### src/rtl/mem_access_ctrl_pkg.sv
// Shared definitions for the MEM-stage memory access controller.
package mem_access_ctrl_pkg;

    // Controller states: waiting for an op, op outstanding, op completed.
    typedef enum logic [1:0] {
        ST_IDLE   = 2'd0,
        ST_ACCESS = 2'd1,
        ST_DONE   = 2'd2
    } state_e;

    // Default number of ACCESS cycles allowed without an acknowledge.
    localparam int unsigned DEFAULT_TIMEOUT = 32'd15;

    // Default width of the timeout counter.
    localparam int unsigned DEFAULT_CNT_W = 32'd4;

endpackage

### src/rtl/mem_access_ctrl_access_timer.sv
// Saturating wait-cycle counter for an outstanding memory access.
// 'expired' is raised while the count sits at TIMEOUT-1, i.e. during the
// last ACCESS cycle that may still receive an acknowledge.
module access_timer #(
    parameter int unsigned CNT_W   = 32'd4,
    parameter int unsigned TIMEOUT = 32'd15
) (
    input  logic clk,
    input  logic reset,
    input  logic clr,
    input  logic en,
    output logic expired
);

    localparam logic [CNT_W-1:0] CNT_LAST = CNT_W'(TIMEOUT - 32'd1);
    localparam logic [CNT_W-1:0] CNT_MAX  = {CNT_W{1'b1}};
    localparam logic [CNT_W-1:0] CNT_ONE  = {{(CNT_W-1){1'b0}}, 1'b1};

    logic [CNT_W-1:0] cnt_q;
    logic [CNT_W-1:0] cnt_d;

    // Next count: clear has priority, otherwise count up and stick at all-ones.
    always_comb begin
        cnt_d = cnt_q;
        if (clr) begin
            cnt_d = {CNT_W{1'b0}};
        end else if (en && (cnt_q != CNT_MAX)) begin
            cnt_d = cnt_q + CNT_ONE;
        end else begin
            cnt_d = cnt_q;
        end
    end

    // Counter register with synchronous reset.
    always_ff @(posedge clk) begin
        if (reset) begin
            cnt_q <= {CNT_W{1'b0}};
        end else begin
            cnt_q <= cnt_d;
        end
    end

    assign expired = (cnt_q == CNT_LAST);

endmodule

### src/rtl/mem_access_ctrl.sv
// MEM-stage data memory access sequencer: issues a registered req/ack
// transaction per load/store, freezes the pipeline while it is outstanding,
// and returns load data or a timeout pulse to write-back.
module mem_access_ctrl
    import mem_access_ctrl_pkg::*;
#(
    parameter int unsigned ADDR_W  = 32'd32,
    parameter int unsigned DATA_W  = 32'd32,
    parameter int unsigned TIMEOUT = DEFAULT_TIMEOUT,
    parameter int unsigned CNT_W   = DEFAULT_CNT_W
) (
    input  logic              clk,
    input  logic              reset,
    input  logic              MemRead_in,
    input  logic              MemWrite_in,
    input  logic [ADDR_W-1:0] Addr_in,
    input  logic [DATA_W-1:0] WriteData_in,
    output logic              mem_req,
    output logic              mem_we,
    output logic [ADDR_W-1:0] mem_addr,
    output logic [DATA_W-1:0] mem_wdata,
    input  logic              mem_ack,
    input  logic [DATA_W-1:0] mem_rdata,
    output logic              stall,
    output logic              wb_bubble,
    output logic [DATA_W-1:0] ReadData_out,
    output logic              bus_error
);

    state_e            state_q,     state_d;
    logic              mem_req_q,   mem_req_d;
    logic              mem_we_q,    mem_we_d;
    logic [ADDR_W-1:0] mem_addr_q,  mem_addr_d;
    logic [DATA_W-1:0] mem_wdata_q, mem_wdata_d;
    logic [DATA_W-1:0] rdata_q,     rdata_d;
    logic              bus_error_q, bus_error_d;

    logic access;
    logic busy;
    logic tmr_clr;
    logic tmr_en;
    logic tmr_expired;

    access_timer #(
        .CNT_W   (CNT_W),
        .TIMEOUT (TIMEOUT)
    ) u_timer (
        .clk     (clk),
        .reset   (reset),
        .clr     (tmr_clr),
        .en      (tmr_en),
        .expired (tmr_expired)
    );

    assign access = MemRead_in | MemWrite_in;

    // Next-state and next-register logic; busy marks cycles that freeze the pipe.
    always_comb begin
        state_d     = state_q;
        mem_req_d   = mem_req_q;
        mem_we_d    = mem_we_q;
        mem_addr_d  = mem_addr_q;
        mem_wdata_d = mem_wdata_q;
        rdata_d     = rdata_q;
        bus_error_d = 1'b0;
        busy        = 1'b0;
        tmr_clr     = 1'b0;
        tmr_en      = 1'b0;
        case (state_q)
            ST_IDLE: begin
                if (access) begin
                    busy        = 1'b1;
                    state_d     = ST_ACCESS;
                    mem_req_d   = 1'b1;
                    mem_we_d    = MemWrite_in;   // store wins when both are set
                    mem_addr_d  = Addr_in;
                    mem_wdata_d = WriteData_in;
                    tmr_clr     = 1'b1;
                end else begin
                    state_d     = ST_IDLE;
                end
            end
            ST_ACCESS: begin
                busy = 1'b1;
                if (mem_ack) begin
                    mem_req_d = 1'b0;
                    state_d   = ST_DONE;
                    if (!mem_we_q) begin
                        rdata_d = mem_rdata;
                    end else begin
                        rdata_d = rdata_q;
                    end
                end else if (tmr_expired) begin
                    mem_req_d   = 1'b0;
                    rdata_d     = {DATA_W{1'b0}};
                    bus_error_d = 1'b1;
                    state_d     = ST_DONE;
                end else begin
                    tmr_en      = 1'b1;
                end
            end
            ST_DONE: begin
                // Inputs still belong to the instruction just completed.
                state_d = ST_IDLE;
            end
            default: begin
                state_d   = ST_IDLE;
                mem_req_d = 1'b0;
            end
        endcase
    end

    // Pipeline control is suppressed while reset is held.
    always_comb begin
        stall     = busy & ~reset;
        wb_bubble = busy & ~reset;
    end

    // State and output registers with synchronous reset.
    always_ff @(posedge clk) begin
        if (reset) begin
            state_q     <= ST_IDLE;
            mem_req_q   <= 1'b0;
            mem_we_q    <= 1'b0;
            mem_addr_q  <= {ADDR_W{1'b0}};
            mem_wdata_q <= {DATA_W{1'b0}};
            rdata_q     <= {DATA_W{1'b0}};
            bus_error_q <= 1'b0;
        end else begin
            state_q     <= state_d;
            mem_req_q   <= mem_req_d;
            mem_we_q    <= mem_we_d;
            mem_addr_q  <= mem_addr_d;
            mem_wdata_q <= mem_wdata_d;
            rdata_q     <= rdata_d;
            bus_error_q <= bus_error_d;
        end
    end

    assign mem_req      = mem_req_q;
    assign mem_we       = mem_we_q;
    assign mem_addr     = mem_addr_q;
    assign mem_wdata    = mem_wdata_q;
    assign ReadData_out = rdata_q;
    assign bus_error    = bus_error_q;

endmodule

### config.mk
export PLATFORM = sky130hd
export DESIGN_NAME = mem_access_ctrl
export DESIGN_NICKNAME = d
export VERILOG_FILES = /design/src/rtl/mem_access_ctrl_pkg.sv /design/src/rtl/mem_access_ctrl_access_timer.sv /design/src/rtl/mem_access_ctrl.sv
export SDC_FILE = /design/constraint.sdc
export NUM_CORES = 1
export LEC_CHECK = 0
export ABC_AREA = 1
export BUFFER_PORTS_ARGS = -buffer_cell sky130_fd_sc_hd__buf_2
export CORE_AREA = 3 3 103 105
export CTS_CLUSTER_SIZE = 14
export DETAILED_ROUTE_END_ITERATION = 7
export DIE_AREA = 0 0 106 108
export GPL_ROUTABILITY_DRIVEN = 0
export PLACE_DENSITY = 0.75
export SLEW_MARGIN = 20
export SYNTH_ARGS = -nofsm -noshare
export SYNTH_HDL_FRONTEND = slang
export SYNTH_HIERARCHICAL = 1
export SYNTH_SLANG_ARGS = --single-unit
### constraint.sdc
create_clock -name clk -period 1.59 [get_ports clk]
set_clock_uncertainty 0.05 [all_clocks]
set_input_delay 0.318 -clock clk [delete_from_list [all_inputs] [get_ports clk]]
set_output_delay 0.318 -clock clk [all_outputs]
set_load 0.01 [all_outputs]
==> results of run 1 <==
-- metal layers --
layer / track usage / up-vias / share of wire
li1: - / 1997 / -
met1: 0.227 / 1820 / 0.41
met2: 0.328 / 178 / 0.50
met3: 0.0394 / 12 / 0.076
met4: 0.0823 / 0 / 0.013
met5: 0 / - / 0
-- cell usage after synthesis --
cell      instances
nand3_1           1
nor2_8            1
nor2_1          140
nand4_1          33
a21boi_1          1
nand3_2           1
clkbuf_1          7
nand2_1          46
dfxtp_1         105
buf_4             1
o21ai_1          15
nand3_4           1
ha_1              2
nor2_4            1
buf_6            20
a21oi_1          35
nor3_1            1
xor2_1            1
inv_1            10
buf_2            11
and3_1            1
o21ai_0          50
nand2_2           3
inv_2             3
-- how the worst max path moves through the flow --
stage	start	to	slack [ns]	cells past startpoint
5_1_grt	state_q[1]	stall	-0.09	6
3_5_place_dp	u_timer/cnt_q[0]	u_timer/cnt_q[1]	-0.03	13
3_3_place_gp	u_timer/cnt_q[0]	u_timer/cnt_q[1]	0.04	13
6_report	state_q[1]	stall	0.002	6
4_1_cts	state_q[0]	wb_bubble	-0.02	6
2_1_floorplan	state_q[1]	wb_bubble	0.03	7
-- power by group --
part / internal (mW) / switching (mW)
clock network: 0.689 / 0.844
logic: 0.508 / 0.701
registers: 2.85 / 0.112
total: 4.05 / 1.66
-- cell type report --
cell class	instances	area [sq um]	share of cell area
Sequential cell	105	2110	0.394
Multi-Input combinational cell	334	1590	0.297
Timing Repair Buffer	223	1250	0.235
Clock buffer	13	169	0.0316
Tap cell	133	166	0.0311
Inverter	13	53.8	0.0101
Clock inverter	2	12.5	0.00234
-- per-stage QoR --
stage	setup slack [ns]	instance area, sq um	std cells	hold WS, ns
6_report	0.00169	5350	823	0.140
3_5_place_dp	-0.0311	5000	798	0.402
4_1_cts	-0.0201	5230	818	0.0967
3_3_place_gp	0.0415	5000	798	0.394
5_1_grt	-0.0880	5350	823	0.112
2_1_floorplan	0.0336	4010	490	0.376
-- worst reg2reg max path, delay by kind of cell (launching register included) --
family | cells | cell delay [ns]
AOI/OAI and AO/OA | 1 | 0.07
and+or+nand+nor | 4 | 0.34
buffers and inverters | 5 | 0.62
DFF | 1 | 0.37
-- cells by family (layout without fill, tap and decap cells) --
logic type | Yosys count | in the layout
compound gates | 101 | 101
xor+xnor | 1 | 1
fa+ha+maj | 2 | 2
buf+inv | 52 | 251
flops | 105 | 105
simple gates | 229 | 230
-- sequential cells by signal, summed over array words and instances (netlist names) --
| register | flops |
|---|---|
| bus_error | 1 |
| mem_req | 1 |
| mem_we | 1 |
| ReadData_out | 32 |
| mem_addr | 32 |
| mem_wdata | 32 |
| state_q | 2 |
| u_timer/cnt_q | 4 |
-- timing repair --
action / 4_1_cts / 5_1_grt
pin swaps: 4 / 4
hold buffers: 0 / 0
setup endpoints to repair: 18 / 46
buffers inserted: 5 / 2
cloned: 0 / 3
resized for setup: 7 / 13
==> results.sh, run 1 <==
export IMPL_max_stage_delay_ns=0.35
export IMPL_reg2reg_to="u_timer/cnt_q[0]"
export IMPL_crit_path_end_kind="output port"
export IMPL_synth_warnings=6
export IMPL_ff2ff_setup_slack_ns=0.07
export IMPL_viasPerCell=4.87
export IMPL_die_y_um=108
export IMPL_cpLargestDelayFamily="flip-flops"
export IMPL_grt_overflow_total=0
export IMPL_fin_tns_setup_ns=0
export IMPL_slew_headroom=0.772
export IMPL_io_pins=202
export IMPL_drtPass1Iterations=4
export IMPL_avgSynthCellArea_sq_um=8.17
export IMPL_worst_pin_slew_ns=0.342
export IMPL_io_buffers=201
export IMPL_cts_buffer_depth=2
export IMPL_holdPathEnd="mem_wdata[2]"
export IMPL_num_rows=36
export IMPL_finalHoldViolCount=0
export IMPL_path_buf_inv=2
export IMPL_crit_required_ns=1.22
export IMPL_area_delta_synth_final_pct=33.6
export IMPL_worst_path_max_delay_cell="dfxtp_2"
export IMPL_post_dp_hpwl_um=7800
export IMPL_yosys_register_bits=105
export IMPL_cp_common_cell="nor2_2"
export IMPL_holdPathStages=3
export IMPL_vias=4007
export IMPL_syn_nets=593
export IMPL_p_per_area_nw_per_um2=1070
export IMPL_dieArea_sq_um=11400
export IMPL_ir_drop_mv=0.521
export IMPL_clock_latency_ns=0.36
export IMPL_final_cell_mix="buf_2, nor2_1, dfxtp_1"
export IMPL_clkSinkCount=105
export IMPL_status="complete, no violations"
export IMPL_period_minus_slack_ns=1.59
export IMPL_fmax_mhz=630
export IMPL_cp_start_kind="flop"
export IMPL_drive_gt1_frac=0.380
export IMPL_critPathKind="flop to output port"
export IMPL_syn_inst=490
export IMPL_drc=0
export IMPL_grt_max_degree=67
export IMPL_hold_start="WriteData_in[2]"
export IMPL_antenna_found_initial=0
export IMPL_yosys_area_share_simple=0.249
export IMPL_drt_initial_drc_count=322
export IMPL_htreeDepth=3
export IMPL_rsz0062_at_grt="true"
export IMPL_ys_seq_area_frac=0.525
export IMPL_p_leak_nw=2.59
export IMPL_synth_compound_area_frac=0.127
export IMPL_netlist_area_sq_um=4010
export IMPL_grt_first_pass_wirelength_um=17400
export IMPL_tritoncts="built"
export IMPL_wl_um=11600
export IMPL_synth_fa_ha_area_frac=0.00625
export IMPL_crit_fanout=2
export IMPL_fillCellCount=919
export IMPL_fin_crit_sh=0.999
export IMPL_synth_area_leaders="dfxtp_1, nor2_1, o21ai_0, buf_6, nand4_1"
export IMPL_root_buffer="clkbuf_8"
export IMPL_start_util=0.412
export IMPL_report_final_slew_viol_count=0
export IMPL_synth_xor_area_share=0.00219
export IMPL_setup_viol=0
export IMPL_core_area_sq_um=9730
export IMPL_worstPathCellList="nor2_2 -> nand2_2 -> inv_2 -> nor2_2 -> nor2_2 -> buf_2"
export IMPL_grt_pass1_vias=3669
export IMPL_synth_top_area_cell="dfxtp_1"
export IMPL_final_nets=789
export IMPL_path_clk_slew_ns=0.10
export IMPL_synth_top_area_share=0.525
export IMPL_power_mw=5.71
export IMPL_timing_rr_start="state_q[1]"
export IMPL_postRouteAntennaNets=0
export IMPL_n_antenna_cell=0
export IMPL_finalCoreUtilization=0.550
export IMPL_die_width_um=106
export IMPL_synth_top_family_by_area="simple AND/OR/NAND/NOR gates"
export IMPL_track_usage=0.189
export IMPL_cap_violations=0
export IMPL_synthMuxAreaShare=0
export IMPL_layout_commonest_cell="buf_2"
export IMPL_wire_per_inst_um=14.1
export IMPL_min_path_type="input port to flop"
export IMPL_r2r_cells=10
export IMPL_arrival_ns=1.22
export IMPL_numCtsBuffers=9
export IMPL_synth_cell_types=24
No activity file was read; power rests on OpenSTA's default activity.
==> inputs of run 2 (changes only) <==
ABC_AREA = default   (was 1)
==> run 2 against run 1 <==
Compared with the run above:
- sequential cell count is the same
- sequential share of layout area shrank 0.76 points
- first-iteration DRC count decreased by 21%
- design area rose by 2.1%
- synthesized area shrank 0.53%
- global-route usage grew 1.2 points
- routed wire length rose by 2.0%
- clock power up 9%
- die area unchanged
- fmax up 0.97%
- utilization up 1.1 points
- critical endpoint is now u_timer/cnt_q[3]
- largest cell class unchanged
- largest power group unchanged
==> results.sh, run 2 <==
export IMPL_postRouteAntennaNets=0
export IMPL_layout_commonest_cell="buf_2"
export IMPL_cts_buffer_depth=2
export IMPL_netlist_area_sq_um=3980
export IMPL_synth_most_common_cell="dfxtp_1"
export IMPL_finalHoldViolCount=0
export IMPL_drive_gt1_frac=0.483
export IMPL_period_minus_slack_ns=1.57
export IMPL_worstPathCellList="inv_2 -> ha_4 -> and3_4 -> nor3_4 -> nand4_1 -> a2111oi_2"
export IMPL_die_width_um=106
export IMPL_drt_initial_drc_count=254
export IMPL_min_path_type="input port to flop"
export IMPL_power_mw=5.61
export IMPL_wl_um=11800
export IMPL_die_y_um=108
export IMPL_viasPerCell=5.38
export IMPL_ir_drop_mv=0.530
export IMPL_tritoncts="built"
export IMPL_p_leak_nw=2.63
export IMPL_area_delta_synth_final_pct=37.1
export IMPL_num_rows=36
export IMPL_setup_slack_ns=0.0170
export IMPL_post_dp_hpwl_um=8040
export IMPL_cp_start_kind="flop"
export IMPL_final_cell_mix="buf_2, dfxtp_1, nand3_1, a21oi_1, o21ai_1"
export IMPL_worst_path_max_delay_cell="dfxtp_2"
export IMPL_clock_latency_ns=0.36
export IMPL_cap_violations=0
export IMPL_async_flop_share=0
export IMPL_fin_crit_sh=0.989
export IMPL_drc=0
export IMPL_avgSynthCellArea_sq_um=9.51
export IMPL_critPathKind="flop to flop"
export IMPL_ff2ff_setup_slack_ns=0.02
export IMPL_p_switching_mw=1.61
export IMPL_arrival_ns=1.80
export IMPL_ys_flop_type="dfxtp_1"
export IMPL_grt_overflow_total=0
export IMPL_track_usage=0.201
export IMPL_reg2reg_to="u_timer/cnt_q[3]"
export IMPL_numCtsBuffers=9
export IMPL_placed_area_sq_um=5120
export IMPL_start_util=0.409
export IMPL_yosys_register_bits=105
export IMPL_holdPathEnd="ReadData_out[27]"
export IMPL_syn_inst=419
export IMPL_combPwrFrac=0.186
export IMPL_grt_first_pass_wirelength_um=18700
export IMPL_synth_edff_count=0
export IMPL_setup_viol=0
export IMPL_syn_nets=522
export IMPL_fillCellCount=898
export IMPL_status="complete, no violations"
export IMPL_synth_top_area_cell="dfxtp_1"
export IMPL_root_buffer="clkbuf_8"
export IMPL_p_int_mw=4.00
export IMPL_ys_seq_area_frac=0.528
export IMPL_final_area_sq_um=5460
export IMPL_p_per_area_nw_per_um2=1030
export IMPL_synth_cell_types=33
export IMPL_holdPathStages=2
export IMPL_synth_warnings=6
export IMPL_wire_per_inst_um=15.8
export IMPL_synth_commonest_cells="dfxtp_1, a21oi_1, nand3_1, o21ai_1, a32o_2"
export IMPL_grt_pass1_vias=3872
export IMPL_p_sw_frac=0.287
export IMPL_fmax_mhz=636
export IMPL_n_antenna_cell=0
export IMPL_seqPwrFrac=0.516
export IMPL_timing_rr_start="u_timer/cnt_q[0]"
export IMPL_hold_start="mem_rdata[27]"
export IMPL_report_final_slew_viol_count=0
export IMPL_slew_headroom=0.723
export IMPL_pwr_share_clk=0.298
export IMPL_antenna_found_initial=0
export IMPL_io_pins=202
export IMPL_grt_max_degree=66
export IMPL_r2r_cells=6
export IMPL_rsz0062_at_grt="true"
export IMPL_clkSinkCount=105
export IMPL_core_area_sq_um=9730
export IMPL_dieArea_sq_um=11400
export IMPL_crit_fanout=3
export IMPL_crit_path_end_kind="flop"
export IMPL_finalCoreUtilization=0.561
export IMPL_crit_required_ns=1.82
export IMPL_io_buffers=201
export IMPL_max_stage_delay_ns=0.35
export IMPL_synth_area_leaders="dfxtp_1, a32o_2, a21oi_1, nand3_1, o21ai_1"
export IMPL_htreeDepth=3
export IMPL_drtPass1Iterations=5
export IMPL_worst_pin_slew_ns=0.416
export IMPL_pre_cts_ws_ns=-0.0521
export IMPL_path_clk_slew_ns=0.10
export IMPL_synth_top_area_share=0.528
export IMPL_final_nets=713
export IMPL_vias=4027
==> run 2: cell types whose count changed in the layout (fill, tap and decap cells not counted), sizes merged, moves of 3 or more <==
| cell | change |
|---|---|
| nor2 | -135 |
| a32o | +32 |
| a21o | +4 |
| nor3 | +4 |
| nand4 | -32 |
| nand2 | -48 |
| nand3 | +62 |
| nand2b | +3 |
| inv | -7 |
| clkbuf | -6 |
| a21oi | +32 |
==> run 2: how the worst max path moves through the flow <==
stage                startpoint          endpoint  slack [ns]
2_1_floorplan  u_timer/cnt_q[0]  u_timer/cnt_q[3]        -0.1
3_3_place_gp   u_timer/cnt_q[0]   ReadData_out[4]      -0.003
3_5_place_dp   u_timer/cnt_q[0]  u_timer/cnt_q[1]       -0.05
4_1_cts        u_timer/cnt_q[0]  u_timer/cnt_q[1]      -0.005
5_1_grt        u_timer/cnt_q[0]  u_timer/cnt_q[3]       -0.05
6_report       u_timer/cnt_q[0]  u_timer/cnt_q[3]        0.02
==> run 2: critical path: cells and delay by family (launching register included) <==
family,cells,cell delay [ns]
AO/OA/AOI/OAI,1,0.31
flip-flops,1,0.35
buffers and inverters,1,0.05
AND/OR/NAND/NOR,3,0.59
adder cells (fa/ha/maj),1,0.15
==> run 2: cells by family after synthesis <==
kind of cell               Yosys count  share of synthesized area
AOI/OAI and AO/OA                  172                      0.274
adders and majority gates            2                    0.00628
buffers and inverters               50                     0.0697
DFF                                105                      0.528
and+or+nand+nor                     90                      0.122
==> run 2: what timing repair did <==
action / in CTS / in global routing
gates cloned: 2 / 1
gates resized for setup: 8 / 16
hold buffers: 0 / 0
endpoints found under the setup margin: 38 / 46
pin swaps: 5 / 5
buffers inserted: 2 / 2
hold endpoints to repair: 0 / 0
==> run 2: final cells by class <==
type | count | area (sq um) | area share
Multi-Input combinational cell | 267 | 1730 | 0.317
Clock buffer | 9 | 124 | 0.0227
Clock inverter | 7 | 78.8 | 0.0144
Sequential cell | 105 | 2110 | 0.386
Tap cell | 133 | 166 | 0.0305
Inverter | 4 | 15.0 | 0.00275
Timing Repair Buffer | 223 | 1240 | 0.226
==> run 2: power by group through the flow <==
stage                     logic (mW)  clock network, mW  registers (mW)
after global placement         0.968                  0            2.95
after CTS                       1.03               1.74            2.89
after detailed placement       0.997                  0            2.96
after global routing            1.14               1.85            2.92
final                           1.04               1.67            2.89
after floorplan                0.494                  0            3.03
==> run 2: per-layer routing <==
metal,part of all wire,GRT usage
met4,0.013,0.0611
met2,0.51,0.347
met3,0.091,0.0669
met5,0,0
met1,0.39,0.237
==> run 2: stage by stage <==
step	TNS [ns]	hold WS (ns)	instances
finish	0	0.102	748
global route	-0.272	0.0685	748
CTS	-0.00511	0.0775	745
detailed placement	-1.29	0.418	725
global placement	-0.0592	0.408	725
floorplan	-0.0999	0.337	419
